[config.mk]
export PLATFORM = sky130hd
export DESIGN_NAME = bcd_conv_scheduler
export DESIGN_NICKNAME = d
export VERILOG_FILES = /design/src/rtl/bcd_conv_scheduler.sv
export SDC_FILE = /design/constraint.sdc
export NUM_CORES = 1
export LEC_CHECK = 0
export ABC_AREA = 1
export CORE_ASPECT_RATIO = 1.1
export CORE_MARGIN = 10
export CORE_UTILIZATION = 50
export CTS_CLUSTER_SIZE = 40
export DETAILED_ROUTE_END_ITERATION = 16
export HOLD_SLACK_MARGIN = 0.15
export PLACE_DENSITY = 0.87
export SLEW_MARGIN = 20
export SYNTH_ARGS = -nofsm -noshare
export SYNTH_HDL_FRONTEND = slang
export SYNTH_SLANG_ARGS = --single-unit
[constraint.sdc]
create_clock -name clk -period 2.3 [get_ports clk]
set_input_delay 0.46 -clock clk [delete_from_list [all_inputs] [get_ports clk]]
set_output_delay 0.46 -clock clk [all_outputs]
set_load 0.005 [all_outputs]
[src/rtl/bcd_conv_scheduler.sv]
// Shared binary-to-BCD converter: a round-robin arbiter hands one sequential
// double-dabble engine to NUM_REQ requesters, one conversion at a time.
//
// Ports:
//   clk      system clock, rising edge
//   reset    asynchronous, active-low
//   req      level request per requester
//   bin_in   packed binary values, requester k at [k*BIN_W +: BIN_W]
//   ack      one-cycle one-hot pulse: request accepted, value latched
//   done     one-cycle one-hot pulse: bcd_out valid for that requester
//   bcd_out  packed BCD result, most significant digit in the top nibble
//   gnt_id   index of the requester currently or last served
//   busy     high while a conversion is in progress (CONV and DONE)
module bcd_conv_scheduler #(
   parameter int unsigned NUM_REQ = 4,
   parameter int unsigned BIN_W   = 16,
   parameter int unsigned DIGITS  = 5
) (
   input  logic                       clk,
   input  logic                       reset,
   input  logic [NUM_REQ-1:0]         req,
   input  logic [NUM_REQ*BIN_W-1:0]   bin_in,
   output logic [NUM_REQ-1:0]         ack,
   output logic [NUM_REQ-1:0]         done,
   output logic [DIGITS*4-1:0]        bcd_out,
   output logic [$clog2(NUM_REQ)-1:0] gnt_id,
   output logic                       busy
);

   localparam int unsigned ID_W  = $clog2(NUM_REQ);
   localparam int unsigned BCD_W = DIGITS * 4;
   localparam int unsigned SR_W  = BCD_W + BIN_W;
   localparam int unsigned CNT_W = (BIN_W > 1) ? $clog2(BIN_W) : 1;

   typedef enum logic [1:0] {
      S_IDLE = 2'd0,
      S_CONV = 2'd1,
      S_DONE = 2'd2
   } state_t;

   state_t              state, state_nxt;
   logic [ID_W-1:0]     last, last_nxt;
   logic [SR_W-1:0]     sr, sr_nxt;
   logic [CNT_W-1:0]    cnt, cnt_nxt;
   logic [NUM_REQ-1:0]  ack_nxt, done_nxt;
   logic [BCD_W-1:0]    bcd_nxt;
   logic [ID_W-1:0]     gnt_nxt;
   logic                busy_nxt;

   logic [ID_W-1:0]     pick;
   logic [ID_W-1:0]     cand;
   logic                pick_found;
   logic [SR_W-1:0]     dab;
   logic                gnt_ok;
   logic [BIN_W-1:0]    bin_arr [NUM_REQ];

   // Unpack the flat input bus into one value per requester
   for (genvar k = 0; k < NUM_REQ; k++) begin : g_unpack
      assign bin_arr[k] = bin_in[k*BIN_W +: BIN_W];
   end

   // Guards against a corrupted grant index (only reachable when NUM_REQ is not a power of two)
   assign gnt_ok = ({1'b0, gnt_id} < (ID_W+1)'(NUM_REQ));

   // Round-robin pick: first requester set, searching upward from last+1
   always_comb begin
      pick_found = 1'b0;
      pick       = '0;
      cand       = '0;
      for (int unsigned i = 1; i <= NUM_REQ; i++) begin
         cand = ID_W'((32'(last) + i) % NUM_REQ);
         if (!pick_found && req[cand]) begin
            pick_found = 1'b1;
            pick       = cand;
         end
      end
   end

   // Double-dabble correction: every BCD nibble >= 5 gets +3 before the shift
   always_comb begin
      dab = sr;
      for (int unsigned d = 0; d < DIGITS; d++) begin
         if (dab[BIN_W + 4*d +: 4] >= 4'd5) begin
            dab[BIN_W + 4*d +: 4] = dab[BIN_W + 4*d +: 4] + 4'd3;
         end
      end
   end

   // Next-state and registered-output logic
   always_comb begin
      state_nxt = state;
      last_nxt  = last;
      sr_nxt    = sr;
      cnt_nxt   = cnt;
      ack_nxt   = '0;
      done_nxt  = '0;
      bcd_nxt   = bcd_out;
      gnt_nxt   = gnt_id;
      busy_nxt  = busy;

      case (state)
         S_IDLE: begin
            busy_nxt = 1'b0;
            if (pick_found) begin
               ack_nxt[pick] = 1'b1;
               gnt_nxt       = pick;
               sr_nxt        = SR_W'(bin_arr[pick]);
               cnt_nxt       = '0;
               state_nxt     = S_CONV;
               busy_nxt      = 1'b1;
            end
         end

         S_CONV: begin
            if (!gnt_ok) begin
               state_nxt = S_IDLE;
               busy_nxt  = 1'b0;
            end else begin
               sr_nxt  = {dab[SR_W-2:0], 1'b0};
               cnt_nxt = cnt + CNT_W'(1);
               if (cnt == CNT_W'(BIN_W - 1)) begin
                  state_nxt = S_DONE;
               end
            end
         end

         S_DONE: begin
            state_nxt = S_IDLE;
            busy_nxt  = 1'b0;
            if (gnt_ok) begin
               bcd_nxt          = sr[SR_W-1 -: BCD_W];
               done_nxt[gnt_id] = 1'b1;
               last_nxt         = gnt_id;
            end
         end

         default: begin
            state_nxt = S_IDLE;
            busy_nxt  = 1'b0;
         end
      endcase
   end

   // State and output registers; reset aborts any conversion in flight
   always_ff @(posedge clk or negedge reset) begin
      if (!reset) begin
         state   <= S_IDLE;
         last    <= ID_W'(NUM_REQ - 1);
         sr      <= '0;
         cnt     <= '0;
         ack     <= '0;
         done    <= '0;
         bcd_out <= '0;
         gnt_id  <= '0;
         busy    <= 1'b0;
      end else begin
         state   <= state_nxt;
         last    <= last_nxt;
         sr      <= sr_nxt;
         cnt     <= cnt_nxt;
         ack     <= ack_nxt;
         done    <= done_nxt;
         bcd_out <= bcd_nxt;
         gnt_id  <= gnt_nxt;
         busy    <= busy_nxt;
      end
   end

endmodule

==> results of run 1 <==
[state kept, by name (all words and copies together), names as in the netlist]
signal / cells
ack: 4
done: 4
last: 2
busy: 1
gnt_id: 2
bcd_out: 20
state: 2
sr: 36
cnt: 4
[path summary, 6_finish.rpt]
kind                             startpoint           to  slack (ns)  cells past startpoint
worst min register to register  bcd_out[18]  bcd_out[18]        0.48                      2
max in group asynchronous             reset        sr[9]        1.02                      3
worst max register to register      last[0]        sr[5]        0.19                     13
worst min-delay path            bcd_out[18]  bcd_out[18]        0.48                      2
worst max-delay path                last[0]        sr[5]        0.19                     13
min in group asynchronous             reset  bcd_out[17]        0.62                      2
[synth_stat cells (4+ instances only)]
| cell type | count |
|---|---|
| sky130_fd_sc_hd__a21oi_1 | 12 |
| sky130_fd_sc_hd__buf_6 | 6 |
| sky130_fd_sc_hd__clkbuf_1 | 8 |
| sky130_fd_sc_hd__dfrtp_1 | 73 |
| sky130_fd_sc_hd__ha_1 | 11 |
| sky130_fd_sc_hd__inv_1 | 115 |
| sky130_fd_sc_hd__nand2_1 | 147 |
| sky130_fd_sc_hd__nand2_2 | 14 |
| sky130_fd_sc_hd__nand3_1 | 50 |
| sky130_fd_sc_hd__nand3b_1 | 5 |
| sky130_fd_sc_hd__nor2_1 | 16 |
| sky130_fd_sc_hd__o211ai_1 | 4 |
| sky130_fd_sc_hd__o21ai_0 | 51 |
| sky130_fd_sc_hd__o22ai_1 | 14 |
| sky130_fd_sc_hd__o2bb2ai_1 | 5 |
| sky130_fd_sc_hd__o32ai_1 | 4 |
| sky130_fd_sc_hd__or2_1 | 4 |
| sky130_fd_sc_hd__xor2_1 | 4 |
[through the flow]
step / area (µm²) / worst slack (ns) / hold slack (ns) / power, µW / utilization (%)
5_1_grt: 5670 / -0.000564 / 0.496 / 7390 / 67.7
6_report: 5670 / 0.195 / 0.483 / 6780 / 67.7
3_3_place_gp: 5400 / 0.0730 / 0.458 / 5370 / 64.6
4_1_cts: 5630 / 0.202 / 0.487 / 6680 / 67.3
3_5_place_dp: 5400 / -0.0484 / 0.463 / 5540 / 64.6
2_1_floorplan: 4280 / 0.439 / 0.164 / 4580 / -
[per-layer routing]
metal,up-vias,share of wire [%],track usage [%]
li1,2003,-,-
met1,1814,41,19.1
met2,110,48,28.1
met3,18,8.8,6.85
met4,0,1.9,6.24
met5,-,0,0
[cell usage in the layout, fill, tap and decap left out, drive strengths merged]
| cell | instances |
|---|---|
| a21oi | 12 |
| a22o | 1 |
| buf | 15 |
| bufinv | 2 |
| clkbuf | 11 |
| clkdlybuf4s50 | 99 |
| clkinvlp | 4 |
| dfrtp | 73 |
| dfstp | 2 |
| dlygate4sd3 | 1 |
| ha | 11 |
| inv | 119 |
| nand2 | 162 |
| nand3 | 51 |
| nand3b | 5 |
| nand4 | 3 |
| nor2 | 21 |
| nor3 | 2 |
| o211ai | 4 |
| o21ai | 54 |
| o22ai | 14 |
| o2bb2ai | 5 |
| o32ai | 4 |
| or2 | 4 |
| xor2 | 4 |
[power breakdown]
group          internal (µW)  leakage (µW)  total (µW)  switching [µW]
logic                   1510       0.00185        3540            2030
clock network            610     0.0000947        1110             497
registers               1830      0.000947        2130             300
total                   3950       0.00289        6780            2830
[worst max-delay path, cell delays in order (launching register included)]
cell and delay [ns]:
sky130_fd_sc_hd__dfstp_2 0.63, sky130_fd_sc_hd__inv_4 0.09, sky130_fd_sc_hd__nand2_1 0.06, sky130_fd_sc_hd__nand2_1 0.09, sky130_fd_sc_hd__nand2_1 0.08, sky130_fd_sc_hd__nand2_1 0.07, sky130_fd_sc_hd__inv_1 0.09, sky130_fd_sc_hd__nand3_2 0.13
sky130_fd_sc_hd__nand2_2 0.13, sky130_fd_sc_hd__nand2_4 0.08, sky130_fd_sc_hd__clkbuf_16 0.18, sky130_fd_sc_hd__or2_1 0.21, sky130_fd_sc_hd__nand2_1 0.07, sky130_fd_sc_hd__nand3_1 0.08
[final cells by class]
| cell class | count | area [µm²] | share of cell area [%] |
|---|---|---|---|
| Sequential cell | 75 | 1880 | 33.2 |
| Multi-Input combinational cell | 357 | 1830 | 32.2 |
| Tap cell | 111 | 139 | 2.45 |
| Clock inverter | 6 | 90.1 | 1.59 |
| Inverter | 119 | 452 | 7.97 |
| Clock buffer | 10 | 128 | 2.25 |
| Timing Repair Buffer | 116 | 1150 | 20.3 |
[kinds of logic (layout without fill, tap and decap cells)]
logic type | count (synthesis) | after routing | share of synthesized area [%]
and+or+nand+nor | 248 | 248 | 25.9
buffers and inverters | 139 | 251 | 13.7
AOI/OAI and AO/OA | 94 | 94 | 12.5
DFF | 75 | 75 | 43.9
adders and majority gates | 11 | 11 | 3.22
xor gates and xnor gates | 4 | 4 | 0.818
[what timing repair did]
action                                 in CTS  in global routing
hold buffers                                1                  0
gates resized for setup                     0                  3
endpoints found under the hold margin      37                  0
setup endpoints to repair                   0                  7
==> flow_summary_export.csv, run 1 <==
group,metric,value,unit
clock_network,max-clock-path-buffers,2,
clock_network,post-cts-setup-buffers,0,
min_path,timing.hold.worst.class,"flip-flop to flip-flop",
clock_network,numCtsBuffers,9,
sta,fin_skew,0.00923,ns
sta,final-setup-viol-count,0,
sta,setup_tns,0,ns
worst_setup_path,cp_data_required_time,2.53,ns
synthesis,ys.flop_type,"sky130_fd_sc_hd__dfrtp_1",
drt,wirelength,10300,µm
clock_network,worstSkewPairLatency,0.35,ns
clock_network,cts.clk_slew.worst_paths,0.08,ns
synthesis,post_synth_inst_count,571,
clock_network,cts_sinks,75,
drt,num_vias,3945,
sta,hold_viol,0,
synthesis,synth-edff-count,0,
drt,drt-wirelength-per-cell,13.0,µm
worst_setup_path,crit_type,"flip-flop to flip-flop",
synthesis,mappedNetlistArea,4280,µm²
pwr,ir_worst_vdd,0.613,mV
floorplan,fp.dieH,117,µm
drt,avgViaCountPerCell,4.97,
place,cell_count_after_placement,776,
pwr,power.density_cell_area,1200,nW/µm²
synthesis,synth-async-reset-ratio,100,%
synthesis,synthDominantAreaCellType,"sky130_fd_sc_hd__dfrtp_1",
drt,first_pass_iters,6,
synthesis,yosysUniqueCellTypes,31,
sta,max-slew-margin-rel,67.0,%
outcome,run_status,"complete, no violations",
clock_network,cts.htree.levels,3,
floorplan,design.portCount,101,
layout,post_layout_nonfiller_instances,794,
grt,grt_first_pass_wirelength,17700,µm
floorplan,die_area,12700,µm²
floorplan,fp.dieW,108,µm
sta,finalCritPeriodShare,91.5,%
layout,antenna-diode-count,0,
flow_run,maxCapViolations,0,
grt,grt.total_usage,16.9,%
sta,timing.fmax,0.475,GHz
layout,finalNetCount,759,
floorplan,placement_rows,35,
grt,grt_antenna_before_repair,0,
grt,grt_pass1_vias,3949,
drt,detailedRoute.firstIterationViolations,190,
worst_setup_path,critPathMaxFanout,19,
floorplan,core-area,8360,µm²
grt,grt_start_max_net_pins,43,
synthesis,synth_top_area_share,42.7,%
synthesis,avgSynthCellArea,7.50,µm²
pwr,leak_pwr,0.00289,µW
synthesis,synth-seq-area-share,43.9,%
worst_setup_path,cp_data_arrival_time,2.33,ns
place,gpl.final_weighted_congestion,0.899,
clock_network,cts.root.buffer_cell,"sky130_fd_sc_hd__clkbuf_8",
place,dpl.hpwl,7880,µm
grt,globalRoute.totalOverflow,0,
drt,detail-route-antenna-nets,0,
synthesis,syn-num-nets,652,
layout,final.fill_count,672,
synthesis,ys_seq_elements,75,
worst_setup_path,startpoint_type,"flip-flop",
worst_setup_path,end_kind,"flip-flop",
layout,post_route_cells_drive_above_1_share,8.49,%
floorplan,initial_utilization,51.2,%
drt,drc_errors,0,
place,numPortBuffers,100,
layout,area.growth.synth_to_final,32.4,%
synthesis,synthesis.yosys.warnings,0,
sta,timing_worst_slew_pin_value,0.495,ns
synthesis,synthTopCellsByArea,"sky130_fd_sc_hd__dfrtp_1, sky130_fd_sc_hd__nand2_1, sky130_fd_sc_hd__inv_1",
sta,final-max-slew-violation-count,0,
sta,layout_min_cycle_time,2.11,ns
clock_network,cts_tree,"yes",
Power figures use the tool's default switching activity.
==> run 2, diff against run 1 <==
- CTS_CLUSTER_DIAMETER: unset -> 120
==> results of run 2 <==
The final DEF is identical to that of run 1; final timing and power are the same.
==> run 3, diff against run 2 <==
- CORE_MARGIN: 10 -> 3
- SKIP_LAST_GASP: unset -> 1
- clock period: 2.3 -> 2.37 ns (I/O delays scaled with it)
==> run 3 against run 2 <==
Compared with the run above:
- die area is 23% lower
- final cell count fell by 0.76%
- core utilization rose by 1.9 points
==> flow_summary_export.csv, run 3 (same netlist as run 1, synthesis figures left out) <==
group,metric,value,unit
sta,fin_skew,0.00902,ns
layout,largestRegisters,"sr x36, bcd_out x20",
layout,area.growth.synth_to_final,32.2,%
floorplan,fp.dieW,94.2,µm
grt,grt_pass1_vias,3970,
worst_setup_path,critPathMaxFanout,19,
layout,finalNetCount,756,
grt,grt_antenna_before_repair,0,
sta,max-slew-margin-rel,39.7,%
clock_network,ctsHoldBuffers,0,
worst_setup_path,timing.critical_path.cells,"inv_2 > nand2_1 > nand2_2 > nand2_1 > nand2_1 > nand2_1 > nand2_1 > nor2_2 > nand2_2 > nand2_4 > buf_12 > inv_1 > nor2_4 > nand2_1 > nand2_1 > inv_1 > nand2_1",
worst_setup_path,worst_setup_path_startpoint,"last[0]",
sta,timing.final.ws_setup,0.197,ns
pwr,ir_worst_vdd,0.491,mV
outcome,run_status,"complete, no violations",
clock_network,cts.clk_slew.worst_paths,0.08,ns
layout,post_route_cells_drive_above_1_share,8.24,%
clock_network,cts.root.buffer_cell,"sky130_fd_sc_hd__clkbuf_8",
pwr,leak_pwr,0.00290,µW
worst_setup_path,cp_data_required_time,2.66,ns
clock_network,cts.htree.levels,3,
sta,layout_min_cycle_time,2.17,ns
clock_network,post-cts-setup-buffers,0,
clock_network,worstSkewPairLatency,0.35,ns
worst_setup_path,worst_path_max_delay_cell,"sky130_fd_sc_hd__dfstp_2",
layout,registers.top_by_ff_count,"sr",
grt,grt_first_pass_wirelength,17100,µm
worst_setup_path,crit_type,"flip-flop to flip-flop",
drt,wirelength,10000,µm
sta,timing_worst_slew_pin_value,0.904,ns
floorplan,die_area,9710,µm²
layout,antenna-diode-count,0,
drt,drc_errors,0,
sta,grt_setup_unrepaired,"false",
worst_setup_path,worstPathBufferInverterCount,4,
sta,final-setup-viol-count,0,
clock_network,numCtsBuffers,9,
worst_setup_path,end_kind,"flip-flop",
place,numPortBuffers,100,
grt,globalRoute.totalOverflow,0,
worst_setup_path,worstReg2RegEnd,"sr[10]",
worst_setup_path,rr_startpoint,"last[0]",
clock_network,cts_tree,"yes",
drt,avgViaCountPerCell,5.02,
layout,final_cell_area,5660,µm²
floorplan,initial_utilization,52.7,%
flow_run,maxCapViolations,0,
floorplan,core-area,8130,µm²
layout,post_layout_nonfiller_instances,788,
place,dpl.hpwl,7390,µm
worst_setup_path,worstRegToRegCells,17,
floorplan,design.portCount,101,
sta,finalCritPeriodShare,91.7,%
pwr,power.density_cell_area,1190,nW/µm²
sta,final-max-slew-violation-count,0,
clock_network,cts_sinks,75,
place,place_worst_setup_slack,-0.0524,ns
layout,largest_register_ff_count,36,
drt,detail-route-antenna-nets,0,
clock_network,max-clock-path-buffers,2,
sta,fin_worst_hold_slack,0.261,ns
worst_setup_path,critical_path.top_delay_family,"simple AND/OR/NAND/NOR gates",
clock_network,post_cts_resize_count,0,
worst_setup_path,delay_of_the_slowest_cell_on_the_worst_path,0.61,ns
sta,timing.fmax,0.460,GHz
worst_setup_path,r2r_setup_slack,0.20,ns
place,dpl_cell_area,5380,µm²
layout,most-common-layout-cells,"sky130_fd_sc_hd__nand2_1, sky130_fd_sc_hd__inv_1, sky130_fd_sc_hd__clkdlybuf4s50_1, sky130_fd_sc_hd__dfrtp_1, sky130_fd_sc_hd__o21ai_0",
floorplan,placement_rows,34,
pwr,totalPowerFinal,6730,µW
worst_setup_path,critical_path.most_common_cell,"sky130_fd_sc_hd__nand2_1",
grt,grt.total_usage,21.9,%
drt,drt-wirelength-per-cell,12.7,µm
drt,first_pass_iters,4,
layout,layout_commonest_cell,"sky130_fd_sc_hd__nand2_1",
sta,hold_viol,0,
drt,detailedRoute.firstIterationViolations,176,
place,cell_count_after_placement,771,
drt,num_vias,3957,
floorplan,fp.dieH,103,µm
min_path,timing.hold.worst.class,"input pin to async pin",
worst_setup_path,cp_data_arrival_time,2.46,ns
worst_setup_path,startpoint_type,"flip-flop",
grt,grt_start_max_net_pins,76,
place,gpl.final_weighted_congestion,0.931,
[run 3: cell count changes in the layout (fill, tap and decap cells not counted)]
cell / previous run / this run
sky130_fd_sc_hd__clkbuf_8: 9 / 10
sky130_fd_sc_hd__clkinvlp_4: 4 / 0
sky130_fd_sc_hd__dlygate4sd3_1: 1 / 0
sky130_fd_sc_hd__nand2_4: 3 / 2
sky130_fd_sc_hd__buf_4: 14 / 12
sky130_fd_sc_hd__nand2_2: 12 / 13
sky130_fd_sc_hd__bufinv_16: 2 / 3
sky130_fd_sc_hd__inv_4: 2 / 1
sky130_fd_sc_hd__inv_6: 0 / 2
sky130_fd_sc_hd__inv_2: 2 / 3
[run 3: power breakdown]
| group | internal, µW | switching (µW) |
|---|---|---|
| clock network | 737 | 487 |
| registers | 1770 | 298 |
| logic | 1460 | 1970 |
[run 3: worst register-to-register path: cells and delay by family (launching register included)]
| family | cells | cell delay, ns |
|---|---|---|
| simple gates | 13 | 1.10 |
| buf+inv | 4 | 0.40 |
| flops | 1 | 0.61 |
[run 3: metrics by stage]
stage	TNS, ns	utilization, %
after floorplan	0	-
after global placement	0	66.2
after detailed placement	-0.204	66.2
after CTS	0	69.3
after global routing	0	69.7
final	0	69.7
[run 3: layout make-up]
class,count,area (µm²)
fillers,643,2460
inverters,119,449
well taps,108,135
flip-flops and latches,75,1880
clock buffers,11,141
clock inverters,5,108
repair buffers,113,1130
multi-input cells,357,1820
[run 3: worst max path at each step]
stage | slack [ns] | end | cells past startpoint
final | 0.20 | sr[10] | 17
after global routing | 0.01 | sr[11] | 17
after global placement | 0.09 | sr[11] | 16
after floorplan | 0.51 | sr[14] | 13
after CTS | 0.19 | sr[10] | 17
after detailed placement | -0.05 | sr[10] | 16
[run 3: metal layers]
layer	track usage, %	vias up	wire (µm)
li1	-	1994	-
met1	27.0	1802	4270
met2	37.6	141	4970
met3	4.23	20	605
met4	9.22	0	171
met5	0	-	0
